File: src/rtl/ysyx_25020047_pkg.sv
// Shared definitions for the ysyx_25020047 core: one-hot instruction type
// codes, the LSU state encoding and the default LSU bus timeout.
package ysyx_25020047_pkg;

  localparam logic [31:0] INST_LW  = 32'h0000_0020;
  localparam logic [31:0] INST_LBU = 32'h0000_0040;
  localparam logic [31:0] INST_SW  = 32'h0000_0080;
  localparam logic [31:0] INST_SB  = 32'h0000_0100;
  localparam logic [31:0] INST_SH  = 32'h0020_0000;

  localparam int LSU_TIMEOUT_DEFAULT = 255;

  typedef enum logic [1:0] {
    LSU_IDLE,
    LSU_REQ,
    LSU_WAIT,
    LSU_RESP
  } lsu_state_e;

endpackage

File: src/rtl/ysyx_25020047_lsu_align.sv
// Combinational lane logic for the LSU: store byte steering, load byte
// extraction with zero extension, and misalignment detection.
module ysyx_25020047_lsu_align
  import ysyx_25020047_pkg::*;
(
  input  logic [31:0] i_instType,
  input  logic [31:0] i_addr,
  input  logic [31:0] i_storeData,
  input  logic [31:0] i_rspRdata,
  output logic [31:0] o_wdata,
  output logic [3:0]  o_wmask,
  output logic [31:0] o_loadData,
  output logic        o_misaligned
);

  logic [7:0] w_loadByte;

  always_comb begin
    w_loadByte = i_rspRdata[7:0];
    case (i_addr[1:0])
      2'd1:    w_loadByte = i_rspRdata[15:8];
      2'd2:    w_loadByte = i_rspRdata[23:16];
      2'd3:    w_loadByte = i_rspRdata[31:24];
      default: w_loadByte = i_rspRdata[7:0];
    endcase
  end

  // Sub-word stores replicate their data across every lane so the mask alone
  // selects which bytes the memory actually updates.
  always_comb begin
    o_wdata      = i_storeData;
    o_wmask      = 4'b0000;
    o_loadData   = i_rspRdata;
    o_misaligned = 1'b0;
    case (i_instType)
      INST_LW: o_misaligned = |i_addr[1:0];
      INST_LBU: o_loadData = {24'b0, w_loadByte};
      INST_SW: begin
        o_misaligned = |i_addr[1:0];
        o_wmask      = 4'b1111;
      end
      INST_SH: begin
        o_misaligned = i_addr[0];
        o_wmask      = 4'b0011 << i_addr[1:0];
        o_wdata      = {2{i_storeData[15:0]}};
      end
      INST_SB: begin
        o_wmask = 4'b0001 << i_addr[1:0];
        o_wdata = {4{i_storeData[7:0]}};
      end
      default: ;
    endcase
  end

endmodule

File: src/rtl/ysyx_25020047_lsu.sv
// Load/store unit: accepts one EXU record at a time, runs a request/response
// data-bus transaction for memory ops, and presents a registered WBU record.
module ysyx_25020047_lsu
  import ysyx_25020047_pkg::*;
#(
  parameter int TIMEOUT = LSU_TIMEOUT_DEFAULT
) (
  input  logic        clk,
  input  logic        rst,
  input  logic        in_valid,
  output logic        in_ready,
  input  logic [31:0] inst_type,
  input  logic [31:0] result,
  input  logic [31:0] rdata2,
  input  logic        reg_wen,
  input  logic        read,
  input  logic        write,
  input  logic [4:0]  in_rd,
  output logic        mem_req_valid,
  input  logic        mem_req_ready,
  output logic        mem_wen,
  output logic [31:0] mem_addr,
  output logic [31:0] mem_wdata,
  output logic [3:0]  mem_wmask,
  input  logic        mem_rsp_valid,
  input  logic [31:0] mem_rsp_rdata,
  output logic        out_valid,
  input  logic        out_ready,
  output logic [31:0] out_wdata,
  output logic        out_reg_wen,
  output logic [4:0]  out_rd,
  output logic        out_err
);

  localparam int CW = $clog2(TIMEOUT + 1);

  lsu_state_e  r_state, w_stateNext;
  logic [CW-1:0] r_count, w_countNext;
  logic [31:0] r_instType, w_instTypeNext;
  logic [31:0] r_addr, w_addrNext;
  logic        r_isStore, w_isStoreNext;
  logic        r_memReqValid, w_memReqValidNext;
  logic        r_memWen, w_memWenNext;
  logic [31:0] r_memAddr, w_memAddrNext;
  logic [31:0] r_memWdata, w_memWdataNext;
  logic [3:0]  r_memWmask, w_memWmaskNext;
  logic        r_outValid, w_outValidNext;
  logic [31:0] r_outWdata, w_outWdataNext;
  logic        r_outRegWen, w_outRegWenNext;
  logic [4:0]  r_outRd, w_outRdNext;
  logic        r_outErr, w_outErrNext;

  logic [31:0] w_alignType, w_alignAddr, w_wdata, w_loadData;
  logic [3:0]  w_wmask;
  logic        w_misaligned, w_expire;

  // In IDLE the lane logic looks at the incoming record; afterwards it looks at
  // the latched one so the load byte is picked from the accepted address.
  assign w_alignType = (r_state == LSU_IDLE) ? inst_type : r_instType;
  assign w_alignAddr = (r_state == LSU_IDLE) ? result : r_addr;

  ysyx_25020047_lsu_align u_align (
    .i_instType  (w_alignType),
    .i_addr      (w_alignAddr),
    .i_storeData (rdata2),
    .i_rspRdata  (mem_rsp_rdata),
    .o_wdata     (w_wdata),
    .o_wmask     (w_wmask),
    .o_loadData  (w_loadData),
    .o_misaligned(w_misaligned)
  );

  assign w_expire = ({1'b0, r_count} + {{CW{1'b0}}, 1'b1}) >= (CW + 1)'(TIMEOUT);

  // A handshake or response seen in the last allowed cycle still wins over the
  // abort; the counter saturates so it cannot wrap while waiting.
  always_comb begin
    w_stateNext       = r_state;
    w_countNext       = r_count;
    w_instTypeNext    = r_instType;
    w_addrNext        = r_addr;
    w_isStoreNext     = r_isStore;
    w_memReqValidNext = r_memReqValid;
    w_memWenNext      = r_memWen;
    w_memAddrNext     = r_memAddr;
    w_memWdataNext    = r_memWdata;
    w_memWmaskNext    = r_memWmask;
    w_outValidNext    = r_outValid;
    w_outWdataNext    = r_outWdata;
    w_outRegWenNext   = r_outRegWen;
    w_outRdNext       = r_outRd;
    w_outErrNext      = r_outErr;
    if (r_state == LSU_REQ || r_state == LSU_WAIT)
      w_countNext = (r_count == CW'(TIMEOUT)) ? r_count : r_count + 1'b1;
    unique case (r_state)
      LSU_IDLE: begin
        if (in_valid) begin
          w_instTypeNext = inst_type;
          w_addrNext     = result;
          w_isStoreNext  = write;
          w_outRdNext    = in_rd;
          w_countNext    = '0;
          if (!read && !write) begin
            w_stateNext     = LSU_RESP;
            w_outValidNext  = 1'b1;
            w_outWdataNext  = result;
            w_outRegWenNext = reg_wen;
            w_outErrNext    = 1'b0;
          end else if ((read && write) || w_misaligned) begin
            w_stateNext     = LSU_RESP;
            w_outValidNext  = 1'b1;
            w_outWdataNext  = result;
            w_outRegWenNext = 1'b0;
            w_outErrNext    = 1'b1;
          end else begin
            w_stateNext       = LSU_REQ;
            w_memReqValidNext = 1'b1;
            w_memWenNext      = write;
            w_memAddrNext     = {result[31:2], 2'b00};
            w_memWdataNext    = write ? w_wdata : 32'h0;
            w_memWmaskNext    = write ? w_wmask : 4'b0000;
          end
        end
      end
      LSU_REQ: begin
        if (mem_req_ready) begin
          w_stateNext       = LSU_WAIT;
          w_memReqValidNext = 1'b0;
        end else if (w_expire) begin
          w_stateNext       = LSU_RESP;
          w_memReqValidNext = 1'b0;
          w_outValidNext    = 1'b1;
          w_outWdataNext    = r_addr;
          w_outRegWenNext   = 1'b0;
          w_outErrNext      = 1'b1;
        end
      end
      LSU_WAIT: begin
        if (mem_rsp_valid) begin
          w_stateNext     = LSU_RESP;
          w_outValidNext  = 1'b1;
          w_outErrNext    = 1'b0;
          w_outWdataNext  = r_isStore ? r_addr : w_loadData;
          w_outRegWenNext = !r_isStore;
        end else if (w_expire) begin
          w_stateNext     = LSU_RESP;
          w_outValidNext  = 1'b1;
          w_outWdataNext  = r_addr;
          w_outRegWenNext = 1'b0;
          w_outErrNext    = 1'b1;
        end
      end
      LSU_RESP: begin
        if (out_ready) begin
          w_stateNext    = LSU_IDLE;
          w_outValidNext = 1'b0;
        end
      end
      default: w_stateNext = LSU_IDLE;
    endcase
  end

  always_ff @(posedge clk or posedge rst) begin
    if (rst) begin
      r_state       <= LSU_IDLE;
      r_count       <= '0;
      r_instType    <= '0;
      r_addr        <= '0;
      r_isStore     <= 1'b0;
      r_memReqValid <= 1'b0;
      r_memWen      <= 1'b0;
      r_memAddr     <= '0;
      r_memWdata    <= '0;
      r_memWmask    <= '0;
      r_outValid    <= 1'b0;
      r_outWdata    <= '0;
      r_outRegWen   <= 1'b0;
      r_outRd       <= '0;
      r_outErr      <= 1'b0;
    end else begin
      r_state       <= w_stateNext;
      r_count       <= w_countNext;
      r_instType    <= w_instTypeNext;
      r_addr        <= w_addrNext;
      r_isStore     <= w_isStoreNext;
      r_memReqValid <= w_memReqValidNext;
      r_memWen      <= w_memWenNext;
      r_memAddr     <= w_memAddrNext;
      r_memWdata    <= w_memWdataNext;
      r_memWmask    <= w_memWmaskNext;
      r_outValid    <= w_outValidNext;
      r_outWdata    <= w_outWdataNext;
      r_outRegWen   <= w_outRegWenNext;
      r_outRd       <= w_outRdNext;
      r_outErr      <= w_outErrNext;
    end
  end

  assign in_ready      = (r_state == LSU_IDLE);
  assign mem_req_valid = r_memReqValid;
  assign mem_wen       = r_memWen;
  assign mem_addr      = r_memAddr;
  assign mem_wdata     = r_memWdata;
  assign mem_wmask     = r_memWmask;
  assign out_valid     = r_outValid;
  assign out_wdata     = r_outWdata;
  assign out_reg_wen   = r_outRegWen;
  assign out_rd        = r_outRd;
  assign out_err       = r_outErr;

endmodule

File: config.mk
export PLATFORM = sky130hd
export DESIGN_NAME = ysyx_25020047_lsu
export DESIGN_NICKNAME = d
export VERILOG_FILES = /design/src/rtl/ysyx_25020047_pkg.sv /design/src/rtl/ysyx_25020047_lsu_align.sv /design/src/rtl/ysyx_25020047_lsu.sv
export SDC_FILE = /design/constraint.sdc
export NUM_CORES = 1
export LEC_CHECK = 0
export CORE_AREA = 2 2 238 123
export CTS_CLUSTER_DIAMETER = 150
export DETAILED_ROUTE_END_ITERATION = 16
export DIE_AREA = 0 0 240 125
export PLACE_DENSITY_LB_ADDON = 0.05
export SLEW_MARGIN = 20
export SYNTH_ARGS = -nofsm -noshare
export SYNTH_HDL_FRONTEND = slang
export SYNTH_HIERARCHICAL = 1
export SYNTH_SLANG_ARGS = --single-unit
File: constraint.sdc
create_clock -name clk -period 14.2 [get_ports clk]
set_clock_uncertainty 0.1 [all_clocks]
set_input_delay 2.84 -clock clk [delete_from_list [all_inputs] [get_ports clk]]
set_output_delay 2.84 -clock clk [all_outputs]
set_load 0.05 [all_outputs]
## Word level (Yosys, flattened, before mapping)

Cells that the tools add are included.

| storage, ports and cells | value |
|---|---|
| bits in registers | 183 |
| input port bits | 142 |
| word-level logic and storage cells | 115 |

| operators by class | value |
|---|---|
| add/subtract/negate cells | 2 |
| order comparisons | 1 |
| equal/unequal tests | 19 |
| shift operators | 2 |
| muxes and demuxes | 56 |
| bitwise logic cells | 2 |
| reduce and logical (&&, ||, !) cells | 18 |

Operator list:

| kind | number |
|---|---|
| $mux W32 | 10 |
| $pmux W32 S3 | 1 |
| $pmux W32 S2 | 1 |
| $eq A32 B22 Y1 const B | 1 |
| $eq A32 B6 Y1 const B | 1 |
| $eq A32 B7 Y1 const B | 1 |
| $eq A32 B8 Y1 const B | 1 |
| $eq A32 B9 Y1 const B | 1 |
| $mux W8 | 4 |
| $pmux W8 S3 | 1 |
| $mux W1 | 23 |
| $mux W2 | 8 |
| $pmux W4 S3 | 1 |
| $reduce_and A4 Y1 | 3 |
| $ne A2 B2 Y1 const B | 5 |
| $add A8 B1 Y9 const B | 1 |
| $ge A9 B8 Y1 const B | 1 |
| $add A8 B1 Y8 const B | 1 |
| $eq A2 B2 Y1 const B | 4 |
| $eq A8 B8 Y1 const B | 1 |
| $pmux W2 S4 | 1 |
| $pmux W1 S3 | 2 |
| $reduce_and A5 Y1 | 1 |
| $eq A2 B1 Y1 const B | 2 |
| 16 further kinds | 24 |

## Logic depth before layout (Yosys ltp)

| depth | value |
|---|---|
| depth in word-level cells | 10 |
| mapped depth | 16 |

## Hierarchy

Netlist, hierarchy kept.

Modules (own cells, without submodules):

| module | instances | cells an instance | area each (um2) | seq. area each (um2) |
|---|---|---|---|---|
| ysyx_25020047_lsu | 1 | 1153 | 9705.6 | 4579.4 |
| ysyx_25020047_lsu_align | 1 | 179 | 1260.0 | 0.0 |

## Least setup slack after synthesis

Ideal clock, no wire load.

| path | value |
|---|---|
| path type | input -> register |
| from | in inst_type[26] |
| to | reg r_outErr, in the netlist out_err |
| library setup time | 0.122 ns |
| arrival time | 5.315 ns |
| path slack | 8.663 ns |
| cell stages on the path | 10 |
| path buffers | 3 |
| cells stage by stage | mux2_2 > or4_1 > buf_2 > nor2_1 > a21boi_0 > nor3b_2 > a2111o_1 > clkbuf_1 > buf_2 > o22a_1 |

| between the ends | value |
|---|---|
| longest elaborated chain between the ends | 7 |
| elaborated cells between the ends (all ways) | 9 |
| those cells by class | 4 x eq/ne; 2 x mux; 3 x reduce/logical |

RTL lines:

| element | RTL line | source |
|---|---|---|
| start, declared | ysyx_25020047_lsu.sv:12 | `input logic [31:0] inst_type,` |
| $mux W32 * | ysyx_25020047_lsu.sv:59 | `assign w_alignType = (r_state == LSU_IDLE) ? inst_type : r_instType;` |
| $eq A32 B6 Y1 or $eq A32 B8 Y1 (tied branches) | ysyx_25020047_lsu_align.sv:35 | `case (i_instType)` |
| $reduce_or A2 Y1 (no source line) | -- |  |
| $pmux W1 S2 * | ysyx_25020047_lsu_align.sv:35 |  |
| named net w_misaligned | ysyx_25020047_lsu.sv:55 | `logic w_misaligned, w_expire;` |
| $logic_or A1 B1 Y1 * | ysyx_25020047_lsu.sv:109 | `end else if ((read && write) \|\| w_misaligned) begin` |
| $ne A3 B1 Y1 (no source line) * | -- |  |
| $reduce_and A4 Y1 (no source line) * | -- |  |
| end signal, assigned | ysyx_25020047_lsu.sv:195 | `r_outErr <= w_outErrNext;` |
| end, declared | ysyx_25020047_lsu.sv:51 | `logic r_outErr, w_outErrNext;` |

Mark *: on every way through the listed nets, which the timed path passes. The rest lies on a longest branch.
A chain may end at the register's enable or synchronous reset.

## Final worst setup path

| path | value |
|---|---|
| from | in inst_type[2] |
| to | reg r_outWdata[19], in the netlist out_wdata[19] |

| between the ends | value |
|---|---|
| longest elaborated chain between the ends | 7 |
| elaborated cells between the ends (all ways) | 14 |
| those cells by class | 5 x eq/ne; 6 x mux; 3 x reduce/logical |

RTL lines:

| element | RTL line | source |
|---|---|---|
| $mux W32 * | ysyx_25020047_lsu.sv:59 |  |
| named net w_alignType[2] | ysyx_25020047_lsu.sv:53 | `logic [31:0] w_alignType, w_alignAddr, w_wdata, w_loadData;` |
| $eq A32 B6 Y1 or $eq A32 B8 Y1 (tied branches) | ysyx_25020047_lsu_align.sv:35 |  |
| $reduce_or A2 Y1 (no source line) | -- |  |
| $pmux W1 S2 * | ysyx_25020047_lsu_align.sv:35 |  |
| named net w_misaligned | ysyx_25020047_lsu.sv:55 |  |
| $logic_or A1 B1 Y1 * | ysyx_25020047_lsu.sv:109 |  |
| $ne A3 B1 Y1 (no source line) * | -- |  |
| $reduce_and A4 Y1 (no source line) * | -- |  |
| end signal, assigned | ysyx_25020047_lsu.sv:192 | `r_outWdata <= w_outWdataNext;` |
| end, declared | ysyx_25020047_lsu.sv:48 | `logic [31:0] r_outWdata, w_outWdataNext;` |

Marks and branches as above.

==> flow_summary.toml <==
[run_status]
outcome = "completed"

[clock_network]
tritoncts = "yes"
ctsHoldBuffers = 0
insertion_delay_ns = 0.45
postCtsResizedCells = 0
clk_pin_slew_ns = 0.07
cts_sinks = 183
clockBufferDepth = 2
cts_setup_buffers = 0
cts_buffers = 17
htreeDepth = 4
root_buffer = "clkbuf_16"

[detailed_routing]
drc = 0
first_pass_iters = 7
routedWlPerCell_microns = 19.5
vias = 9839
first_iter_violations = 1000
antenna_left = 0
via_per_inst = 5.20
routed_wl_microns = 36800

[yosys]
synth_area_sq_um = 10600
avgSynthCellArea_sq_um = 8.17
netlist_instances = 1300
yosys_warnings = 6

[power_and_ir_drop]
pwr_density_cell_nw_per_um2 = 242
vdd_drop_max_uv = 134
p_leak_nw = 6.30

[grt]
grt_use_met2 = 0.368
grt_pass1_vias = 9605
overflow = 0
grtUsageTotal = 0.248
met1_usage = 0.366
grt_max_degree = 76
met3_usage = 0.0545
antenna_found_initial = 0
busiest_layer = "met2"
grt_pass1_wl_microns = 57200

[critical_path]
crit_arrival_ns = 6.56
cp.required_ns = 14.43
worst_setup_path_start_kind = "input port"
worstSetupEndpointType = "register"
critPathKind = "in -> reg"
crit_path_max_fanout = 67

[layout]
final_util = 0.495
final_common_cell = "nand2_1"
fillers = 2719
drive_above_1_share = 0.103
fin_cells = 1891
final_cell_mix = "nand2_1 (465), clkdlybuf4s50_1 (250), dfrtp_1 (183)"
final_nets = 1635
layout-area-overhead-vs-synth_pct = 31.3
diodes = 0
final_area_sq_um = 13900

[floorplanning]
pin_count = 253
start_util = 0.377
die_y_microns = 125
core_sq_um = 28200
die-area_sq_um = 30000
core.rowCount = 44
die_w_microns = 240

[timing]
rsz0062_at_grt = "no"
slew_viol_final = 0
whs_ns = 0.366
max_slew.worst_pin.slew_ns = 1.07
fin_crit_sh = 0.446
post-route-min-period_ns = 6.33
tns_ns = 0
setup_viol = 0
fmax_mhz = 158
hold_violations = 0
relSlewSlack = 0.289

[worst_hold_path]
hp-class = "reg -> reg"

[placement]
dp.cells = 1859
gp_congestion = 0.802
hpwl_microns = 24200
port-buffer-count = 250
placed_cell_area_sq_um = 13300

[flow_run]
drv_cap = 0
## where the power goes
part	internal, mW	switching (mW)	leakage (nW)
clock	0.315	0.221	0.313
sequential	0.746	0.145	2.34
combinational	0.693	1.26	3.65
total	1.75	1.62	6.30
## path summary, 6_finish.rpt
| kind | cells past startpoint | startpoint | end | slack, ns |
|---|---|---|---|---|
| worst max-delay path | 11 | inst_type[2] | out_wdata[19] | 7.87 |
| worst min-delay path | 2 | mem_wdata[24] | mem_wdata[24] | 0.37 |
| worst max register to register | 12 | r_state[0] | out_wdata[19] | 9.07 |
| worst min register to register | 2 | mem_wdata[24] | mem_wdata[24] | 0.37 |
| max in group asynchronous | 4 | rst | r_instType[16] | 9.56 |
| min in group asynchronous | 2 | rst | mem_addr[23] | 2.73 |
## final cells by class
type / count / area (sq um) / area share
Clock buffer: 22 / 484 / 0.0347
Clock inverter: 10 / 166 / 0.0119
Inverter: 16 / 67.6 / 0.00485
Multi-Input combinational cell: 1004 / 5530 / 0.397
Sequential cell: 183 / 4580 / 0.329
Tap cell: 391 / 489 / 0.0351
Timing Repair Buffer: 265 / 2620 / 0.188
## registers in the layout, summed over array words and instances (netlist names), 2 cells and up
register / flops
mem_addr: 30
mem_wdata: 32
mem_wmask: 4
out_rd: 5
out_wdata: 32
r_addr: 32
r_count: 8
r_instType: 32
r_state: 2
## per-layer routing
metal / vias up / routed length [microns]
li1: 4762 / -
met1: 4740 / 18100
met2: 298 / 15900
met3: 39 / 2260
met4: 0 / 570
met5: - / 0
## through the flow
step,power (mW),setup slack [ns]
floorplan,2.25,6.29
global placement,2.83,7.48
detailed placement,2.84,7.40
CTS,3.39,7.87
global route,3.61,7.69
finish,3.38,7.87
## worst max-delay path, cell delays in order
cell and delay [ns]:
clkdlybuf4s50_1 0.43, mux2_2 0.28, nor4_1 0.73, and2_2 0.29
nand4_1 0.08, a21boi_0 0.44, nor3b_2 0.16, a2111o_2 0.46
buf_4 0.34, nor4_1 0.37, nor3_1 0.09
Power figures use the tool's default switching activity.
